**src/rtl/kbd_view_encoder_pkg.sv**
```systemverilog
// Shared definitions for the keyboard -> text-view encoder.
//   - character codes understood by the VGA text view (code_null .. code_end),
//     plus code_none, used internally to mean "key has no mapping"
//   - cmd[] bit positions
//   - PS/2 scan-code set 2 constants
//   - decoder / receiver state enums and the make-code -> character mapping
package view_codes_pkg;

  localparam logic [5:0] code_null    = 6'd0;
  localparam logic [5:0] code_a       = 6'd1;   // a..z    -> 1..26
  localparam logic [5:0] code_cap_a   = 6'd27;  // A..Z    -> 27..52
  localparam logic [5:0] code_dollar  = 6'd53;
  localparam logic [5:0] code_lparen  = 6'd54;
  localparam logic [5:0] code_rparen  = 6'd55;
  localparam logic [5:0] code_equal   = 6'd56;
  localparam logic [5:0] code_starter = 6'd57;
  localparam logic [5:0] code_lambda  = 6'd58;
  localparam logic [5:0] code_space   = 6'd59;
  localparam logic [5:0] code_dot     = 6'd60;
  localparam logic [5:0] code_end     = 6'd61;
  localparam logic [5:0] code_none    = 6'd63;

  localparam int CMD_BUSY  = 0;
  localparam int CMD_PGUP  = 1;
  localparam int CMD_PGDN  = 2;
  localparam int CMD_BKSP  = 3;
  localparam int CMD_BREAK = 4;

  localparam logic [7:0] SC_E0     = 8'hE0;
  localparam logic [7:0] SC_F0     = 8'hF0;
  localparam logic [7:0] SC_LSHIFT = 8'h12;
  localparam logic [7:0] SC_RSHIFT = 8'h59;
  localparam logic [7:0] SC_BKSP   = 8'h66;
  localparam logic [7:0] SC_ENTER  = 8'h5A;
  localparam logic [7:0] SC_UP     = 8'h75;
  localparam logic [7:0] SC_DOWN   = 8'h72;
  localparam logic [7:0] SC_PGUP   = 8'h7D;
  localparam logic [7:0] SC_PGDN   = 8'h7A;
  localparam logic [7:0] SC_4      = 8'h25;
  localparam logic [7:0] SC_9      = 8'h46;
  localparam logic [7:0] SC_0      = 8'h45;
  localparam logic [7:0] SC_EQUAL  = 8'h55;
  localparam logic [7:0] SC_GRAVE  = 8'h0E;
  localparam logic [7:0] SC_BSLASH = 8'h5D;
  localparam logic [7:0] SC_SPACE  = 8'h29;
  localparam logic [7:0] SC_DOT    = 8'h49;
  localparam logic [7:0] SC_ESC    = 8'h76;

  typedef enum logic [1:0] {DEC_IDLE, DEC_EXT, DEC_BRK, DEC_EXT_BRK} dec_state_e;
  typedef enum logic [1:0] {RX_IDLE, RX_DATA, RX_PARITY, RX_STOP} rx_state_e;

  // Alphabet position (1..26) of a letter make code, 0 if not a letter.
  function automatic logic [4:0] letter_index(input logic [7:0] sc);
    case (sc)
      8'h1C: letter_index = 5'd1;   8'h32: letter_index = 5'd2;
      8'h21: letter_index = 5'd3;   8'h23: letter_index = 5'd4;
      8'h24: letter_index = 5'd5;   8'h2B: letter_index = 5'd6;
      8'h34: letter_index = 5'd7;   8'h33: letter_index = 5'd8;
      8'h43: letter_index = 5'd9;   8'h3B: letter_index = 5'd10;
      8'h42: letter_index = 5'd11;  8'h4B: letter_index = 5'd12;
      8'h3A: letter_index = 5'd13;  8'h31: letter_index = 5'd14;
      8'h44: letter_index = 5'd15;  8'h4D: letter_index = 5'd16;
      8'h15: letter_index = 5'd17;  8'h2D: letter_index = 5'd18;
      8'h1B: letter_index = 5'd19;  8'h2C: letter_index = 5'd20;
      8'h3C: letter_index = 5'd21;  8'h2A: letter_index = 5'd22;
      8'h1D: letter_index = 5'd23;  8'h22: letter_index = 5'd24;
      8'h35: letter_index = 5'd25;  8'h1A: letter_index = 5'd26;
      default: letter_index = 5'd0;
    endcase
  endfunction

  // Character code for a plain make code; code_none when the key is unmapped.
  function automatic logic [5:0] map_char(input logic [7:0] sc, input logic shift);
    logic [4:0] idx;
    idx = letter_index(sc);
    if (idx != 5'd0) begin
      map_char = shift ? ({1'b0, idx} + 6'd26) : {1'b0, idx};
    end else begin
      case (sc)
        SC_4:      map_char = shift ? code_dollar : code_none;
        SC_9:      map_char = shift ? code_lparen : code_none;
        SC_0:      map_char = shift ? code_rparen : code_none;
        SC_EQUAL:  map_char = code_equal;
        SC_GRAVE:  map_char = code_starter;
        SC_BSLASH: map_char = code_lambda;
        SC_SPACE:  map_char = code_space;
        SC_DOT:    map_char = code_dot;
        SC_ESC:    map_char = code_end;
        default:   map_char = code_none;
      endcase
    end
  endfunction

endpackage

```
**src/rtl/kbd_view_encoder_if.sv**
```systemverilog
// Signal bundle between the board PS/2 pins, the encoder and the text view.
//   master (encoder side): takes ps2_clk/ps2_data/busy_in, drives data/cmd/frame_err
//   slave  (board/view side): the mirror image
// Handshake: there is no ready; data/cmd are fire-and-forget pulses held for a
// fixed number of cycles, frame_err is a single-cycle strobe.
// dec_state / rx_state expose the two internal FSMs for observation.
interface kbd_view_encoder_if;
  logic       ps2_clk;
  logic       ps2_data;
  logic       busy_in;
  logic [5:0] data;
  logic [7:0] cmd;
  logic       frame_err;
  logic [1:0] dec_state;
  logic [1:0] rx_state;

  modport master (
    input  ps2_clk, ps2_data, busy_in,
    output data, cmd, frame_err, dec_state, rx_state
  );

  modport slave (
    output ps2_clk, ps2_data, busy_in,
    input  data, cmd, frame_err, dec_state, rx_state
  );
endinterface

```
**src/rtl/kbd_view_encoder_rx.sv**
```systemverilog
// PS/2 frame receiver.
//   clk_i, rst_ni          : system clock, async active-low reset
//   ps2_clk_i, ps2_data_i  : raw PS/2 pins (asynchronous)
//   byte_o, byte_valid_o   : received byte, valid for one cycle
//   frame_err_o            : one-cycle strobe on parity/stop/timeout error
//   state_o                : receiver FSM state
module ps2_rx
  import view_codes_pkg::*;
#(
  parameter int SYNC_STAGES    = 2,
  parameter int TIMEOUT_CYCLES = 5000
) (
  input  logic       clk_i,
  input  logic       rst_ni,
  input  logic       ps2_clk_i,
  input  logic       ps2_data_i,
  output logic [7:0] byte_o,
  output logic       byte_valid_o,
  output logic       frame_err_o,
  output logic [1:0] state_o
);
  localparam int TW = $clog2(TIMEOUT_CYCLES + 1);

  logic [SYNC_STAGES-1:0] clk_sync_q, data_sync_q;
  logic                   clk_prev_q;
  rx_state_e              state_q, state_d;
  logic [7:0]             shreg_q, shreg_d, byte_q, byte_d;
  logic [2:0]             cnt_q, cnt_d;
  logic                   par_q, par_d, valid_q, valid_d, err_q, err_d;
  logic [TW-1:0]          to_q, to_d;
  logic                   clk_s, data_s, fall;

  assign clk_s  = clk_sync_q[SYNC_STAGES-1];
  assign data_s = data_sync_q[SYNC_STAGES-1];
  assign fall   = clk_prev_q & ~clk_s;

  always_ff @(posedge clk_i or negedge rst_ni) begin
    if (!rst_ni) begin
      // Synchronizers reset to the idle-high line level so no false edge.
      clk_sync_q  <= '1;
      data_sync_q <= '1;
      clk_prev_q  <= 1'b1;
      state_q     <= RX_IDLE;
      shreg_q     <= '0;
      byte_q      <= '0;
      cnt_q       <= '0;
      par_q       <= 1'b0;
      valid_q     <= 1'b0;
      err_q       <= 1'b0;
      to_q        <= '0;
    end else begin
      clk_sync_q  <= {clk_sync_q[SYNC_STAGES-2:0], ps2_clk_i};
      data_sync_q <= {data_sync_q[SYNC_STAGES-2:0], ps2_data_i};
      clk_prev_q  <= clk_s;
      state_q     <= state_d;
      shreg_q     <= shreg_d;
      byte_q      <= byte_d;
      cnt_q       <= cnt_d;
      par_q       <= par_d;
      valid_q     <= valid_d;
      err_q       <= err_d;
      to_q        <= to_d;
    end
  end

  always_comb begin
    state_d = state_q;
    shreg_d = shreg_q;
    byte_d  = byte_q;
    cnt_d   = cnt_q;
    par_d   = par_q;
    valid_d = 1'b0;
    err_d   = 1'b0;
    to_d    = '0;
    if (fall) begin
      case (state_q)
        RX_IDLE: begin
          // A high start bit is noise; stay idle.
          if (!data_s) begin
            state_d = RX_DATA;
            cnt_d   = '0;
          end
        end
        RX_DATA: begin
          shreg_d = {data_s, shreg_q[7:1]};  // LSB arrives first
          cnt_d   = cnt_q + 3'd1;
          if (cnt_q == 3'd7) state_d = RX_PARITY;
        end
        RX_PARITY: begin
          par_d   = data_s;
          state_d = RX_STOP;
        end
        default: begin
          if (data_s && (^{shreg_q, par_q})) begin
            valid_d = 1'b1;
            byte_d  = shreg_q;
          end else begin
            err_d = 1'b1;
          end
          state_d = RX_IDLE;
        end
      endcase
    end else if (state_q != RX_IDLE) begin
      if (to_q == TW'(TIMEOUT_CYCLES - 1)) begin
        err_d   = 1'b1;
        state_d = RX_IDLE;
      end else begin
        to_d = to_q + 1'b1;
      end
    end
  end

  assign byte_o       = byte_q;
  assign byte_valid_o = valid_q;
  assign frame_err_o  = err_q;
  assign state_o      = state_q;
endmodule

```
**src/rtl/kbd_view_encoder.sv**
```systemverilog
// PS/2 keyboard (scan set 2) to VGA text-view encoder.
//   clk_50mhz : 50 MHz data clock
//   reset     : asynchronous, active-low
//   bus       : master modport - PS/2 pins and busy_in in; data[5:0] char
//               pulse, cmd[7:0] command pulses (cmd[0] = busy_in), frame_err out
// Decodes make/break/extended prefixes, tracks shift and stretches each
// resulting action into a PULSE_CYCLES-wide pulse on data or one cmd bit.
module kbd_view_encoder
  import view_codes_pkg::*;
#(
  parameter int PULSE_CYCLES   = 2,
  parameter int TIMEOUT_CYCLES = 5000,
  parameter int SYNC_STAGES    = 2
) (
  input logic               clk_50mhz,
  input logic               reset,
  kbd_view_encoder_if.master bus
);
  localparam int PW = $clog2(PULSE_CYCLES + 1);

  logic [7:0] rx_byte;
  logic       rx_valid;

  ps2_rx #(
    .SYNC_STAGES   (SYNC_STAGES),
    .TIMEOUT_CYCLES(TIMEOUT_CYCLES)
  ) u_rx (
    .clk_i       (clk_50mhz),
    .rst_ni      (reset),
    .ps2_clk_i   (bus.ps2_clk),
    .ps2_data_i  (bus.ps2_data),
    .byte_o      (rx_byte),
    .byte_valid_o(rx_valid),
    .frame_err_o (bus.frame_err),
    .state_o     (bus.rx_state)
  );

  dec_state_e    dec_q, dec_d;
  logic          shift_q, shift_d;
  logic [5:0]    data_q, data_d, act_data, ch;
  logic [4:1]    cmd_q, cmd_d, act_cmd;
  logic [PW-1:0] pcnt_q, pcnt_d;
  logic          fire;

  always_ff @(posedge clk_50mhz or negedge reset) begin
    if (!reset) begin
      dec_q   <= DEC_IDLE;
      shift_q <= 1'b0;
      data_q  <= code_null;
      cmd_q   <= '0;
      pcnt_q  <= '0;
    end else begin
      dec_q   <= dec_d;
      shift_q <= shift_d;
      data_q  <= data_d;
      cmd_q   <= cmd_d;
      pcnt_q  <= pcnt_d;
    end
  end

  always_comb begin
    dec_d    = dec_q;
    shift_d  = shift_q;
    act_data = code_null;
    act_cmd  = '0;
    ch       = map_char(rx_byte, shift_q);
    if (rx_valid) begin
      case (dec_q)
        DEC_IDLE: begin
          if (rx_byte == SC_E0)                               dec_d = DEC_EXT;
          else if (rx_byte == SC_F0)                          dec_d = DEC_BRK;
          else if (rx_byte == SC_LSHIFT || rx_byte == SC_RSHIFT) shift_d = 1'b1;
          else if (rx_byte == SC_BKSP)                        act_cmd[CMD_BKSP] = 1'b1;
          else if (rx_byte == SC_ENTER)                       act_cmd[CMD_BREAK] = 1'b1;
          else if (ch != code_none)                           act_data = ch;
        end
        DEC_EXT: begin
          if (rx_byte == SC_F0) begin
            dec_d = DEC_EXT_BRK;
          end else begin
            if (rx_byte == SC_UP || rx_byte == SC_PGUP)      act_cmd[CMD_PGUP] = 1'b1;
            else if (rx_byte == SC_DOWN || rx_byte == SC_PGDN) act_cmd[CMD_PGDN] = 1'b1;
            dec_d = DEC_IDLE;
          end
        end
        default: begin
          // Break of any key: only shift releases have an effect.
          if (rx_byte == SC_LSHIFT || rx_byte == SC_RSHIFT) shift_d = 1'b0;
          dec_d = DEC_IDLE;
        end
      endcase
    end
  end

  // Busy drops the action but not the decoder/shift bookkeeping above.
  assign fire = rx_valid && !bus.busy_in && (act_data != code_null || act_cmd != '0);

  // Pulse stretcher: a new action always reloads, otherwise count down then clear.
  always_comb begin
    data_d = data_q;
    cmd_d  = cmd_q;
    pcnt_d = pcnt_q;
    if (fire) begin
      data_d = act_data;
      cmd_d  = act_cmd;
      pcnt_d = PW'(PULSE_CYCLES - 1);
    end else if (pcnt_q != '0) begin
      pcnt_d = pcnt_q - 1'b1;
    end else begin
      data_d = code_null;
      cmd_d  = '0;
    end
  end

  assign bus.data      = data_q;
  assign bus.cmd       = {3'b000, cmd_q, bus.busy_in};
  assign bus.dec_state = dec_q;
endmodule

```
**src/flat_wrapper.sv**
```systemverilog
// flat-port wrapper written by rule: the top's interface ports become plain ports
module kbd_view_encoder_flat import view_codes_pkg::*;
#(
  parameter int PULSE_CYCLES   = 2,
  parameter int TIMEOUT_CYCLES = 5000,
  parameter int SYNC_STAGES    = 2
)
  (clk_50mhz, reset, bus_ps2_clk, bus_ps2_data, bus_busy_in, bus_data, bus_cmd, bus_frame_err, bus_dec_state, bus_rx_state);
  kbd_view_encoder_if bus_i ();
  input logic clk_50mhz;
  input logic reset;
  input wire logic [$bits(bus_i.ps2_clk)-1:0] bus_ps2_clk;
  input wire logic [$bits(bus_i.ps2_data)-1:0] bus_ps2_data;
  input wire logic [$bits(bus_i.busy_in)-1:0] bus_busy_in;
  output wire logic [$bits(bus_i.data)-1:0] bus_data;
  output wire logic [$bits(bus_i.cmd)-1:0] bus_cmd;
  output wire logic [$bits(bus_i.frame_err)-1:0] bus_frame_err;
  output wire logic [$bits(bus_i.dec_state)-1:0] bus_dec_state;
  output wire logic [$bits(bus_i.rx_state)-1:0] bus_rx_state;
  assign bus_i.ps2_clk = bus_ps2_clk;
  assign bus_i.ps2_data = bus_ps2_data;
  assign bus_i.busy_in = bus_busy_in;
  assign bus_data = bus_i.data;
  assign bus_cmd = bus_i.cmd;
  assign bus_frame_err = bus_i.frame_err;
  assign bus_dec_state = bus_i.dec_state;
  assign bus_rx_state = bus_i.rx_state;
  kbd_view_encoder #(.PULSE_CYCLES(PULSE_CYCLES), .TIMEOUT_CYCLES(TIMEOUT_CYCLES), .SYNC_STAGES(SYNC_STAGES)) u_core (.clk_50mhz(clk_50mhz), .reset(reset), .bus(bus_i));
endmodule
```
**config.mk**
```make
export PLATFORM = sky130hd
export DESIGN_NAME = kbd_view_encoder_flat
export DESIGN_NICKNAME = d
export VERILOG_FILES = /design/src/rtl/kbd_view_encoder_pkg.sv /design/src/rtl/kbd_view_encoder_if.sv /design/src/rtl/kbd_view_encoder_rx.sv /design/src/rtl/kbd_view_encoder.sv /design/src/flat_wrapper.sv
export SDC_FILE = /design/constraint.sdc
export NUM_CORES = 1
export LEC_CHECK = 0
export ABC_AREA = 1
export CORE_MARGIN = 4
export CORE_UTILIZATION = 54
export CTS_CLUSTER_SIZE = 30
export DETAILED_ROUTE_END_ITERATION = 16
export PLACE_DENSITY_LB_ADDON = 0.2
export SETUP_SLACK_MARGIN = 0.05
export SYNTH_ARGS = -nofsm -noshare
export SYNTH_HDL_FRONTEND = slang
export SYNTH_SLANG_ARGS = --single-unit
export TNS_END_PERCENT = 1
```
**constraint.sdc**
```tcl
create_clock -name clk_50mhz -period 2.9 [get_ports clk_50mhz]
set_clock_uncertainty 0.2 [all_clocks]
set_input_delay 0.58 -clock clk_50mhz [delete_from_list [all_inputs] [get_ports clk_50mhz]]
set_output_delay 0.58 -clock clk_50mhz [all_outputs]
set_load 0.02 [all_outputs]
```
==> run_results.csv <==
group,metric,value,unit
setup_path,timing_worst_setup_path_type,"reg -> reg",
pwr,combPwrFrac,27.2,%
global_route,grt_start_max_net_pins,27,
clock_network,root_buffer,"clkbuf_8",
route,vias,3335,
pwr,swShare,33.16,%
clock_network,clk_latency,0.33,ns
setup_path,reg2reg_to,"u_core.cmd_q[1]",
global_route,grt-ovfl-total,0,
setup_path,path_max_fanout,6,
setup_path,crit_path_frequent_cell,"nand2_1",
finish,drive_above_1_share,23.69,%
hold_path,hp-class,"reg -> reg",
die,fp-row-count,30,
timing,worst_slew_pin_slew,0.7004,ns
hold_path,min_path_cells,0,
synthesis,yosys.cell_types.count,44,
finish,final_common_cell,"nand2_1",
setup_path,start_kind,"flop",
pwr,p_per_area,539.8,mW/mm²
global_route,grt_pass1_vias,3270,
pwr,seq_power_share,39.2,%
route,viasPerCell,5.139,
synthesis,syn-cell-area,0.003855,mm²
setup_path,required,2.93,ns
hold_path,hp-start,"u_core.u_rx.data_sync_q[0]",
placement,post-place-ws,-0.01724,ns
route,routedWlPerCell,13.16,µm
setup_path,arrival,2.84,ns
die,initial_core_util,56.12,%
synthesis,avgSynthCellArea,7.679,µm²
timing,rsz0062_at_grt,"yes",
route,drc_errors,0,
placement,port_buffers,20,
die,ios,24,
pwr,clkPwrFrac,33.6,%
finish,layout_common_cells,"nand2_1, dfrtp_1, nor2_1",
synthesis,yosysTopAreaCell,"dfrtp_1",
die,fp.dieH,92.49,µm
setup_path,rr_startpoint,"u_core.u_rx.byte_o[1]",
clock_network,clk_transition_reported_paths,0.08,ns
setup_path,slowest_stage,"dfrtp_1",
synthesis,yosysSeqAreaShare,37.16,%
pwr,ir_drop,0.4692,mV
setup_path,r2r_cells,21,
clock_network,cts_sinks,57,
timing,min_period_over_period,96.84,%
finish,area.growth.synth_to_final,20.03,%
clock_network,cts.htree.levels,3,
clock_network,cts_buffers,9,
run,cap_violations,0,
pwr,leakagePower,2.240,nW
outcome,outcome,"finished clean",
route,drtPass1Iterations,4,
pwr,power_switching,0.8283,mW
route,ant_nets,0,
timing,min_period,2.808,ns
synthesis,yosysWarnings,0,
global_route,grt_antenna_before_repair,0,
synthesis,syn_inst,502,
clock_network,clockBufferDepth,2,
global_route,grt_use_total,20.70,%
setup_path,critPathMaxStageDelay,0.42,ns
placement,gp_congestion,0.8977,
die,die-area,0.008554,mm²
timing,slew_violations,0,
clock_network,cts_tree,"built",
setup_path,reg2reg_slack,0.09,ns
timing,fmax,356.1,MHz
finish,fin_nets,567,
pwr,p_int,1.669,mW
synthesis,ys_ff_latch,57,
timing,setup_ws,0.09171,ns
hold_path,whs_endpoint,"u_core.u_rx.data_sync_q[1]",
route,totalWireLength,8543,µm
finish,antenna-diode-count,0,
setup_path,crit_chain,"inv_2, ha_4, nand2_4, nand3_2, nand2_1, nand2_1, nand3_2, nand2_4, ha_4, nor2_4, xor2_2, inv_1, nand2_1, nand2_2, nor2_4, nand3_4, nand2_4, nand2_8, buf_4, nand3_1, nand2_1",
route,drt_first_iter_violations,251,
finish,utilization,67.36,%
finish,n_fill_cell,550,
synthesis,ys_top_cells_by_area,"dfrtp_1, nand2_1, nor2_1",
finish,design_area,0.004627,mm²
placement,post_dp_cell_area,0.004219,mm²
global_route,grt_pass1_wl,14440,µm
placement,dp_hpwl,6424,µm
die,coreArea,0.006869,mm²
synthesis,netlist.area_leader.share,33.76,%
die,die-width,92.49,µm
timing,max_slew_margin,53.13,%
timing,finalHoldViolations,0,
timing,setup_viol,0,
setup_path,worstSetupEndpointType,"flop",
==> worst max-delay path: cells and delay by family (launching register included) <==
family / cells / cell delay [ns]
buffers and inverters: 3 / 0.33
adders and majority gates: 2 / 0.37
DFF: 1 / 0.42
and+or+nand+nor: 15 / 1.25
xor gates and xnor gates: 1 / 0.13
==> state kept, by name, summed over array words and instances (netlist names), 2 cells and up <==
name / flops
u_core.u_rx.cnt_q: 3
u_core.u_rx.shreg_q: 8
u_core.u_rx.byte_o: 8
u_core.bus.dec_state: 2
u_core.pcnt_q: 2
u_core.u_rx.data_sync_q: 2
u_core.u_rx.to_q: 13
u_core.u_rx.state_o: 2
u_core.u_rx.clk_sync_q: 2
u_core.cmd_q: 4
u_core.bus.data: 6
==> cell families (layout without fill, tap and decap cells) <==
logic type	Yosys count	count (layout)	synth area share, %
compound gates	54	54	7.887
buf+inv	75	123	8.893
other cells	1	3	0.09728
mux	1	1	0.2597
simple gates	290	291	38.69
fa+ha+maj	14	14	4.544
xor+xnor	10	10	2.467
flops	57	57	37.16
==> metrics by stage <==
step / power (mW) / setup TNS (ns) / hold slack, ns / instances
6_report: 2.498 / 0 / 0.1617 / 649
5_1_grt: 2.672 / -0.5687 / 0.1648 / 649
4_1_cts: 2.506 / 0 / 0.1636 / 645
3_5_place_dp: 1.657 / -0.01724 / 0.1490 / 626
3_3_place_gp: 1.636 / 0 / 0.1482 / 626
2_1_floorplan: 1.490 / 0 / 0.08441 / 504
==> power groups by stage <==
stage	combinational, mW	clock [mW]	sequential (mW)
finish	0.680	0.838	0.980
global route	0.774	0.905	0.993
CTS	0.672	0.856	0.978
detailed placement	0.665	0	0.993
global placement	0.647	0	0.988
floorplan	0.514	0	0.976
==> cells in the mapped netlist (all sizes together) <==
master,number
xor2,5
o211ai,2
and3,1
buf,10
o21bai,1
o211a,1
nand2,142
nor3,13
mux2i,1
nor3b,5
nand3b,2
clkbuf,4
a41oi,1
o21ai,25
nand4,8
clkinv,1
nor2,63
inv,60
nor4,2
a32oi,1
xnor2,5
nand3,54
dfstp,5
conb,1
dfrtp,52
a31oi,3
ha,14
a21oi,19
a32o,1
==> layout make-up <==
cell class / count / area (µm²) / area share, %
Multi-Input combinational cell: 373 / 2213 / 47.84
Clock inverter: 7 / 102.6 / 2.217
Inverter: 61 / 231.5 / 5.003
Tap cell: 96 / 120.1 / 2.596
Sequential cell: 57 / 1435 / 31.02
Clock buffer: 9 / 123.9 / 2.677
Timing Repair Buffer: 46 / 400.4 / 8.653
==> layer usage <==
metal  share of wire [%]  global-route usage, %
met1                  45                  26.44
met2                  50                  34.92
met3                 3.4                  4.468
met4                 1.5                  6.559
met5                   0                      0
==> worst max path at each step <==
stage / cells after the start / startpoint / slack (ns) / to
finish: 21 / u_core.u_rx.byte_o[1] / 0.09 / u_core.cmd_q[1]
global route: 21 / u_core.u_rx.byte_o[1] / -0.07 / u_core.bus.data[3]
CTS: 21 / u_core.u_rx.byte_o[0] / 0.06 / u_core.bus.data[0]
detailed placement: 22 / u_core.u_rx.byte_o[0] / -0.02 / u_core.pcnt_q[0]
global placement: 22 / u_core.u_rx.byte_o[0] / 0.06 / u_core.pcnt_q[0]
floorplan: 22 / u_core.u_rx.byte_o[1] / 0.06 / u_core.cmd_q[3]
==> timing repair <==
action                                 CTS  global route
hold buffers                             1             0
endpoints found under the hold margin   12             0
setup endpoints to repair               10            12
setup buffers                            2             2
resized for setup                        3            26
cloned                                   0             2
pin swaps                                1            11
Note: power is estimated with default switching activity, not from simulation.
